**src/rtl/dac_channel_scheduler.sv**
```systemverilog
// Multi-channel DAC link scheduler: arbitrates NCH sample requesters and shifts one
// 32-bit command frame per grant over SPI. Define DAC_SCHED_FIXED_PRIO_EN for fixed priority.
//
// state | meaning
// IDLE  | link free, requests sampled, winner granted and latched
// SHIFT | dac_cs low, frame shifted MSB-first
// GAP   | dac_cs high for GAP_CYC cycles before next arbitration
module dac_channel_scheduler #(
    parameter int         NCH      = 4,
    parameter int         SCK_HALF = 2,
    parameter int         GAP_CYC  = 4,
    parameter logic [3:0] CMD      = 4'b0011
) (
    input  logic              clk,
    input  logic              rst,
    input  logic [NCH-1:0]    req,
    input  logic [12*NCH-1:0] sample,
    output logic [NCH-1:0]    grant,
    output logic              busy,
    output logic              frame_done,
    output logic              spi_mosi,
    output logic              spi_sck,
    output logic              dac_cs,
    output logic              dac_clr
);

    localparam int HW = (SCK_HALF > 1) ? $clog2(SCK_HALF) : 1;
    localparam int GW = (GAP_CYC > 1) ? $clog2(GAP_CYC) : 1;
    localparam logic [HW-1:0] HALF_LD = HW'(SCK_HALF - 1);
    localparam logic [GW-1:0] GAP_LD  = GW'(GAP_CYC - 1);

    typedef enum logic [1:0] {IDLE, SHIFT, GAP} state_t;

    state_t          state;
    logic [1:0]      ptr;
    logic [31:0]     frame;
    logic [4:0]      bit_cnt;
    logic [HW-1:0]   half_cnt;
    logic            phase_high;
    logic [GW-1:0]   gap_cnt;

    logic [3:0]      req_ext;
    logic [1:0]      win_idx;
    logic            win_vld;
    logic [11:0]     win_sample;
    logic [31:0]     win_frame;
    logic [4:0]      nxt_bit;

    assign req_ext = 4'(req);
    assign nxt_bit = bit_cnt - 5'd1;

    always_comb begin
        win_idx    = 2'd0;
        win_vld    = 1'b0;
        win_sample = 12'h000;
`ifdef DAC_SCHED_FIXED_PRIO_EN
        for (int i = 3; i >= 0; i--) begin
            if (req_ext[i]) begin
                win_vld = 1'b1;
                win_idx = 2'(i);
            end
        end
`else
        // Rotating search starting at ptr, wrapping at NCH-1.
        for (int i = 0; i < NCH; i++) begin
            logic [2:0] cand;
            cand = 3'(ptr) + 3'(i);
            if (cand >= 3'(NCH)) cand = cand - 3'(NCH);
            if (!win_vld && req_ext[cand[1:0]]) begin
                win_vld = 1'b1;
                win_idx = cand[1:0];
            end
        end
`endif
        for (int i = 0; i < NCH; i++) begin
            if (win_idx == 2'(i)) win_sample = sample[12*i +: 12];
        end
        win_frame = {8'h00, CMD, 2'b00, win_idx, win_sample, 4'h0};
    end

    always_ff @(posedge clk) begin
        if (!rst) begin
            state      <= IDLE;
            ptr        <= 2'd0;
            frame      <= 32'h0;
            bit_cnt    <= 5'd0;
            half_cnt   <= '0;
            phase_high <= 1'b0;
            gap_cnt    <= '0;
            grant      <= '0;
            busy       <= 1'b0;
            frame_done <= 1'b0;
            spi_mosi   <= 1'b0;
            spi_sck    <= 1'b0;
            dac_cs     <= 1'b1;
            dac_clr    <= 1'b0;
        end else begin
            dac_clr    <= 1'b1;
            grant      <= '0;
            frame_done <= 1'b0;
            case (state)
                IDLE: begin
                    if (win_vld) begin
                        grant      <= NCH'(1) << win_idx;
                        frame      <= win_frame;
                        busy       <= 1'b1;
                        dac_cs     <= 1'b0;
                        spi_sck    <= 1'b0;
                        spi_mosi   <= win_frame[31];
                        bit_cnt    <= 5'd31;
                        half_cnt   <= HALF_LD;
                        phase_high <= 1'b0;
                        ptr        <= (win_idx == 2'(NCH - 1)) ? 2'd0 : win_idx + 2'd1;
                        state      <= SHIFT;
                    end
                end
                SHIFT: begin
                    if (half_cnt != '0) begin
                        half_cnt <= half_cnt - 1'b1;
                    end else begin
                        half_cnt <= HALF_LD;
                        if (!phase_high) begin
                            spi_sck    <= 1'b1;
                            phase_high <= 1'b1;
                        end else if (bit_cnt == 5'd0) begin
                            dac_cs     <= 1'b1;
                            spi_sck    <= 1'b0;
                            spi_mosi   <= 1'b0;
                            frame_done <= 1'b1;
                            gap_cnt    <= GAP_LD;
                            state      <= GAP;
                        end else begin
                            // mosi only moves on the falling sck edge
                            spi_sck    <= 1'b0;
                            phase_high <= 1'b0;
                            bit_cnt    <= nxt_bit;
                            spi_mosi   <= frame[nxt_bit];
                        end
                    end
                end
                GAP: begin
                    if (gap_cnt == '0) begin
                        busy  <= 1'b0;
                        state <= IDLE;
                    end else begin
                        gap_cnt <= gap_cnt - 1'b1;
                    end
                end
                default: state <= IDLE;
            endcase
        end
    end

endmodule
```
**config.mk**
```make
export PLATFORM = sky130hd
export DESIGN_NAME = dac_channel_scheduler
export DESIGN_NICKNAME = d
export VERILOG_FILES = /design/src/rtl/dac_channel_scheduler.sv
export SDC_FILE = /design/constraint.sdc
export NUM_CORES = 1
export LEC_CHECK = 0
export CORE_MARGIN = 2
export CORE_UTILIZATION = 48
export CTS_CLUSTER_DIAMETER = 40
export DETAILED_ROUTE_END_ITERATION = 7
export PLACE_DENSITY = 0.88
export SLEW_MARGIN = 0
export SYNTH_ARGS = -nofsm -noshare
export SYNTH_HDL_FRONTEND = slang
export SYNTH_SLANG_ARGS = --single-unit
```
**constraint.sdc**
```tcl
create_clock -name clk -period 3.05 [get_ports clk]
set_clock_uncertainty 0.05 [all_clocks]
set_input_delay 0.61 -clock clk [delete_from_list [all_inputs] [get_ports clk]]
set_output_delay 0.61 -clock clk [all_outputs]
set_load 0.05 [all_outputs]
```
; ---- Word level (Yosys, flattened, before mapping)
; Index checks and enable logic that the tools add are counted.
[word_totals]
regBits = 38
output_inout_bits = 10
word_cells = 139
in_bits = 54
[classes]
n_reduce_logical = 24
muxes = 65
order_cmp = 9
n_eq_ne = 12
n_bitwise = 3
shifts = 1
add_sub_neg = 11
[ops]
columns = operator, n
row1 = 2-to-1 mux 12 bit, 4
row2 = 2-to-1 mux 2 bit, 18
row3 = 2-to-1 mux 1 bit, 25
row4 = 2-to-1 mux 5 bit, 4
row5 = AND reduction 5 bit, 4
row6 = "!= test 2 bit, second input constant", 7
row7 = "less-than comparator 2 x 3 -> 1 bit, second input constant", 4
row8 = one-hot mux 1 bit (2 select lines), 6
row9 = one-hot mux 5 bit (2 select lines), 1
row10 = "subtractor 2 x 1 -> 2 bit, second input constant", 5
row11 = ">= comparator 3 bit, second input constant", 3
row12 = AND reduction 3 bit, 3
row13 = binary-select mux 1 bit (select 2 bit), 4
row14 = "adder 2 x 2 -> 3 bit, second input constant", 2
row15 = "equality test 2 bit, second input constant", 3
row16 = logical NOT 2 bit, 3
row17 = "less-than comparator 5 x 6 -> 1 bit, second input constant", 1
row18 = one-hot mux 2 bit (3 select lines), 1
row19 = nonzero test 2 bit, 3
row20 = binary-select mux 1 bit (select 5 bit), 1
row21 = logical NOT 5 bit, 1
row22 = "subtractor 5 x 1 -> 5 bit, second input constant", 1
row23 = "equality test 2 x 1 -> 1 bit, second input constant", 2
row24 = one-hot mux 2 bit (2 select lines), 1
row25 = other kinds (11), 18

; ---- Longest topological paths before layout
; Gate-level depths: netlist of the first run.
[depth]
ltp_word = 19
mapped_depth = 10
depth_no_buf = 9

; ---- Worst setup path after synthesis of the first run
; Ideal clock, no wire load.
[synth_path]
path_kind = input-to-reg
startpoint = input req[3]
endpoint = register frame[4]
t_arrival_ns = 2.701
n_path_buf = 2
stages = 10
t_required_ns = 2.930
setup_ns = 0.070
setup_slack_ns = 0.229
cell_sequence = nand2b_1 -> a21boi_0 -> or4_1 -> inv_1 -> ha_1 -> clkbuf_1 -> buf_2 -> a221oi_1 -> o31a_1 -> a21oi_1
[synth_between]
elab_chain_len = 17
word_cells_on_any_way = 31
classes_between = eq/ne: 3 / mux: 20 / reduce/logical: 8
[synth_rtl]
columns = element, line_no
row1 = start: declaration, 16  ; input logic [NCH-1:0] req,
row2 = binary-select mux 1 bit (select 2 bit), 69  ; if (!win_vld && req_ext[cand[1:0]]) begin
row3 = 2-to-1 mux 1 bit (not written as such), 69
row4 = 2-to-1 mux 1 bit, 69
row5 = logical NOT 1 bit, 69
row6 = logical AND 1 bit, 69
row7 = 2-to-1 mux 1 bit, 69
row8 = logical NOT 1 bit, 69
row9 = logical AND 1 bit, 69
row10 = 2-to-1 mux 1 bit, 69
row11 = logical NOT 1 bit, 69
row12 = logical AND 1 bit, 69
row13 = 2-to-1 mux 2 bit *, 69
row14 = named net win_idx[0], 43  ; logic [1:0] win_idx;
row15 = logical NOT 2 bit, 76  ; if (win_idx == 2'(i)) win_sample = sample[12*i +: 12];
row16 = 2-to-1 mux 12 bit (3 in series), 76
row17 = 2-to-1 mux 12 bit *, 76
row18 = end signal: assignment, 105  ; frame <= win_frame;
row19 = end: declaration, 36  ; logic [31:0] frame;
; Mark *: on every way through the listed nets, which the timed path passes. The rest lies on a longest branch. The select of a mux whose other input is x is not followed.
; A chain may end at the register's enable or synchronous reset.

; ---- Final worst setup path of the first run
[layout_path]
startpoint = input req[3]
endpoint = register frame[9]
; The elaborated chain is that of the path after synthesis.

==> qor.txt, run 1 <==
FLOORPLAN
-----------------------------------------------------------------------------------------
Count of pins on the block boundary ........................................           64
Die width ..................................................................     71.75 um
Core ar. ...................................................................     4384 um2
Total die area .............................................................     5148 um2
Effective utilization at floorplan .........................................       50.26%
Chip height ................................................................     71.75 um
FP Rows ....................................................................           24

MIN PATH
-----------------------------------------------------------------------------------------
Type of the tightest min-delay check ....................................... register to register
Hold Crit Start ............................................................   gap_cnt[0]

DRT
-----------------------------------------------------------------------------------------
Wl on met1 .................................................................      2373 um
Number of antenna-violating nets in the routed design ......................            0
Via-to-Cell Ratio ..........................................................        5.673
Top metal layer carrying routed signals ....................................         met4
Via total after detailed routing ...........................................         2150
Post-route DRC violation count .............................................            0
Met2 layer wire length in the routed design ................................      2615 um
Routed wire length .........................................................      5452 um
DR pass1 iterations ........................................................            6
Count of routing violations after the opening detailed-route iteration .....          109
Length of routed met3 wiring ...............................................       323 um
Routed wirelength normalized by instance count .............................     14.39 um

POWER
-----------------------------------------------------------------------------------------
Fraction of power consumed by sequential logic .............................        36.8%
Switching share of total power .............................................       33.45%
Share of power burned in combinational logic ...............................        41.3%
Total power divided by cell area ........................................... 525.6 nW/um2
Leakage power summed over all cells ........................................  0.001196 uW
Power dissipated by switching net loads ....................................     550.4 uW
Internal Power .............................................................      1095 uW
Maximum vdd drop ...........................................................     243.1 uV
Clock group share of total power ...........................................        21.9%

GRT
-----------------------------------------------------------------------------------------
Maximum number of pins on one net before global-route repair ...............           31
GRT Total Usage ............................................................       22.06%
Wire length of the first global-routing pass ...............................      9045 um
Initial antenna violation count ............................................            0
Number of global-route vias before repair ..................................         2020
Total grt overflow .........................................................            0

SYNTH
-----------------------------------------------------------------------------------------
Synthesized flop and latch total ...........................................           38
Count of mapped cells out of synthesis .....................................          251
Syn Area/Cell ..............................................................    8.778 um2
Top cells by area in the synthesized netlist ............................... dfxtp_1, nor2b_1, a21oi_1, a221oi_1, o31a_1
Yosys warning count ........................................................            0
Distinct cells, synth ......................................................           51
Post-synth top cells ....................................................... dfxtp_1, nor2b_1, a21oi_1
Sequential share of the synthesized area ...................................       34.53%
Net count after synthesis ..................................................          312
Library cell with the highest instance count after synthesis ...............      dfxtp_1
Post-synth top area cell ...................................................      dfxtp_1
Synthesized area ...........................................................     2203 um2
Proportion of register bits with asynchronous set or reset after synthesis .           0%
Ys flop type ...............................................................      dfxtp_1
Share of the synthesized area in the top cell type .........................       34.53%
Post-synth EDFFs ...........................................................            0

WORST SETUP PATH
-----------------------------------------------------------------------------------------
Critical path capture point type ...........................................     register
Crit start category ........................................................ primary input
Crit path max-delay cell type ..............................................        or4_1
Required time at the worst-slack endpoint ..................................      3.17 ns
Largest stage delay on the critical path ...................................      0.61 ns
Cell-by-cell listing of the critical path .................................. clkdlybuf4s50_1 -> nand2b_1 -> a21boi_0 -> or4_1 -> inv_1 -> ha_1 -> buf_4 -> nor2b_1 -> a221oi_1 -> o31a_1 -> a21oi_1
Path type of the worst setup path .......................................... primary input to register
Worst-path fanout max ......................................................           10
R2r setup slk ..............................................................      0.53 ns
Launching element of the worst setup path ..................................       req[3]
CP arrival .................................................................      3.06 ns
Start of the worst register-to-register path ...............................       ptr[0]

CTS
-----------------------------------------------------------------------------------------
Number of hold-repair buffers added at the cts stage .......................            0
Clock latency on the worst-skew pair .......................................      0.29 ns
Count of instances resized after the clock tree is built ...................            0
Root Buffer ................................................................     clkbuf_8
Clock sink count ...........................................................           38
Number of clock buffers inserted by TritonCTS ..............................            5
Maximum root-to-sink buffer count ..........................................            2
Clock-pin slew of the registers on the worst-case setup and hold paths .....      0.08 ns
CTS tree ...................................................................         done
Depth of the CTS H-tree ....................................................            2
Post-CTS setup buffer count ................................................            0

STA
-----------------------------------------------------------------------------------------
Final count of negative-setup-slack endpoints ..............................            0
Final worst path period share ..............................................       96.32%
Unrepaired setup endpoints after global routing ............................        false
Final-report max-slew violation count ......................................            0
Final critical-path required period ........................................     2.938 ns
Smallest hold slack ........................................................    0.4164 ns
Final hold viol count ......................................................            0
Relative max-transition margin .............................................       51.44%
Upper clock frequency limit ................................................   0.3404 GHz
Actual transition at the worst max-transition pin ..........................    0.7265 ns

PLACEMENT
-----------------------------------------------------------------------------------------
Final HPWL DP ..............................................................      4049 um
Cell area reported after detailed placement ................................     3023 um2
Buffers on Ports ...........................................................           63
Placer Congestion ..........................................................       0.8338

LAYOUT
-----------------------------------------------------------------------------------------
Number of fill cells .......................................................          336
Final design area excluding fillers ........................................     3131 um2
Area Overhead vs Synth .....................................................       42.08%
Antenna diode count ........................................................            0
Area of combinational cells with multiple inputs ...........................     1344 um2
Layout net count ...........................................................          387
Flip-flop and latch area ...................................................    760.7 um2
Layout cells sized above 1 .................................................       13.46%

RUN
-----------------------------------------------------------------------------------------
Max capacitance violation total ............................................            0

STATUS
-----------------------------------------------------------------------------------------
Result of the run ..........................................................    completed

==> cell type report <==
| type | instances | area share (%) |
|---|---|---|
| inverter | 10 | 1.199 |
| timing repair buffer | 86 | 26.46 |
| tap | 52 | 2.078 |
| clock buffer | 6 | 2.638 |
| clock inverter | 2 | 0.3997 |
| sequential | 38 | 24.30 |
| multi-input combinational | 185 | 42.93 |
==> path summary, 6_finish.rpt <==
| path | to | depth (start not counted) |
|---|---|---|
| worst max-delay path | frame[9] | 11 |
| worst max register to register | frame[9] | 10 |
| worst min-delay path | gap_cnt[0] | 1 |
| worst min register to register | gap_cnt[0] | 1 |
==> worst max-delay path: cells and delay by family <==
family	cells	cell delay [ns]
adder cells (fa/ha/maj)	1	0.21
buffers and inverters	3	0.79
AO/OA/AOI/OAI	4	0.67
AND/OR/NAND/NOR	3	0.78
==> per-layer routing <==
layer  up-vias  GRT usage [%]
li1       1087              -
met1       964          26.44
met2        85          37.55
met3        14          5.767
met4         0          8.805
met5         -              0
==> cell usage in the layout, fill, tap and decap left out, drive strengths merged, types with 3 or more instances in the layout <==
cell / n
clkdlybuf4s50: 63
dfxtp: 38
nor2b: 28
a21oi: 23
buf: 23
nand2: 16
o21ai: 16
o31a: 12
a221oi: 12
inv: 10
ha: 7
nor3: 7
clkbuf: 6
nand2b: 5
nor2: 5
a311oi: 5
and2: 5
nand3b: 3
a31oi: 3
xnor2: 3
mux4: 3
==> flip-flops by register name, indices dropped and copies added (netlist names) <==
name        cells
bit_cnt         5
busy            1
dac_clr         1
dac_cs          1
frame          15
frame_done      1
gap_cnt         2
grant           4
half_cnt        1
phase_high      1
ptr             2
spi_mosi        1
spi_sck         1
state           2
==> power by group through the flow <==
stage               Clock [uW]  Sequential, uW  Combinational [uW]
detailed placement           0             615                 662
finish                     360             606                 680
global route               384             615                 737
CTS                        367             605                 669
floorplan                    0             628                 403
global placement             0             612                 647
==> logic make-up after synthesis <==
logic type,after synthesis,share of synthesized area [%]
compound gates,86,27.14
simple gates,82,22.37
flops,38,34.53
buf+inv,28,5.281
mux,7,5.508
fa+ha+maj,7,3.975
xor+xnor,3,1.193
==> per-stage QoR <==
step	TNS [ns]	utilization (%)	power (uW)	setup WS (ns)	cells
after floorplan	0	-	1031	0.2288	251
after global placement	-0.3989	68.95	1259	-0.1178	371
after detailed placement	-1.275	68.95	1277	-0.1628	371
after CTS	0	71.12	1641	0.1298	379
after global routing	0	71.40	1735	0.009307	379
final	0	71.40	1645	0.1123	379
(Power assumes the default switching activity.)
==> run 2: changes to the inputs <==
- TNS_END_PERCENT: unset -> 1
==> results of run 2 <==
Final layout, timing and power as in run 1 (identical DEF).
==> run 3: changes to the inputs <==
- HOLD_SLACK_MARGIN: unset -> 0.08
==> results of run 3 <==
Final layout, timing and power as in run 1 (identical DEF).
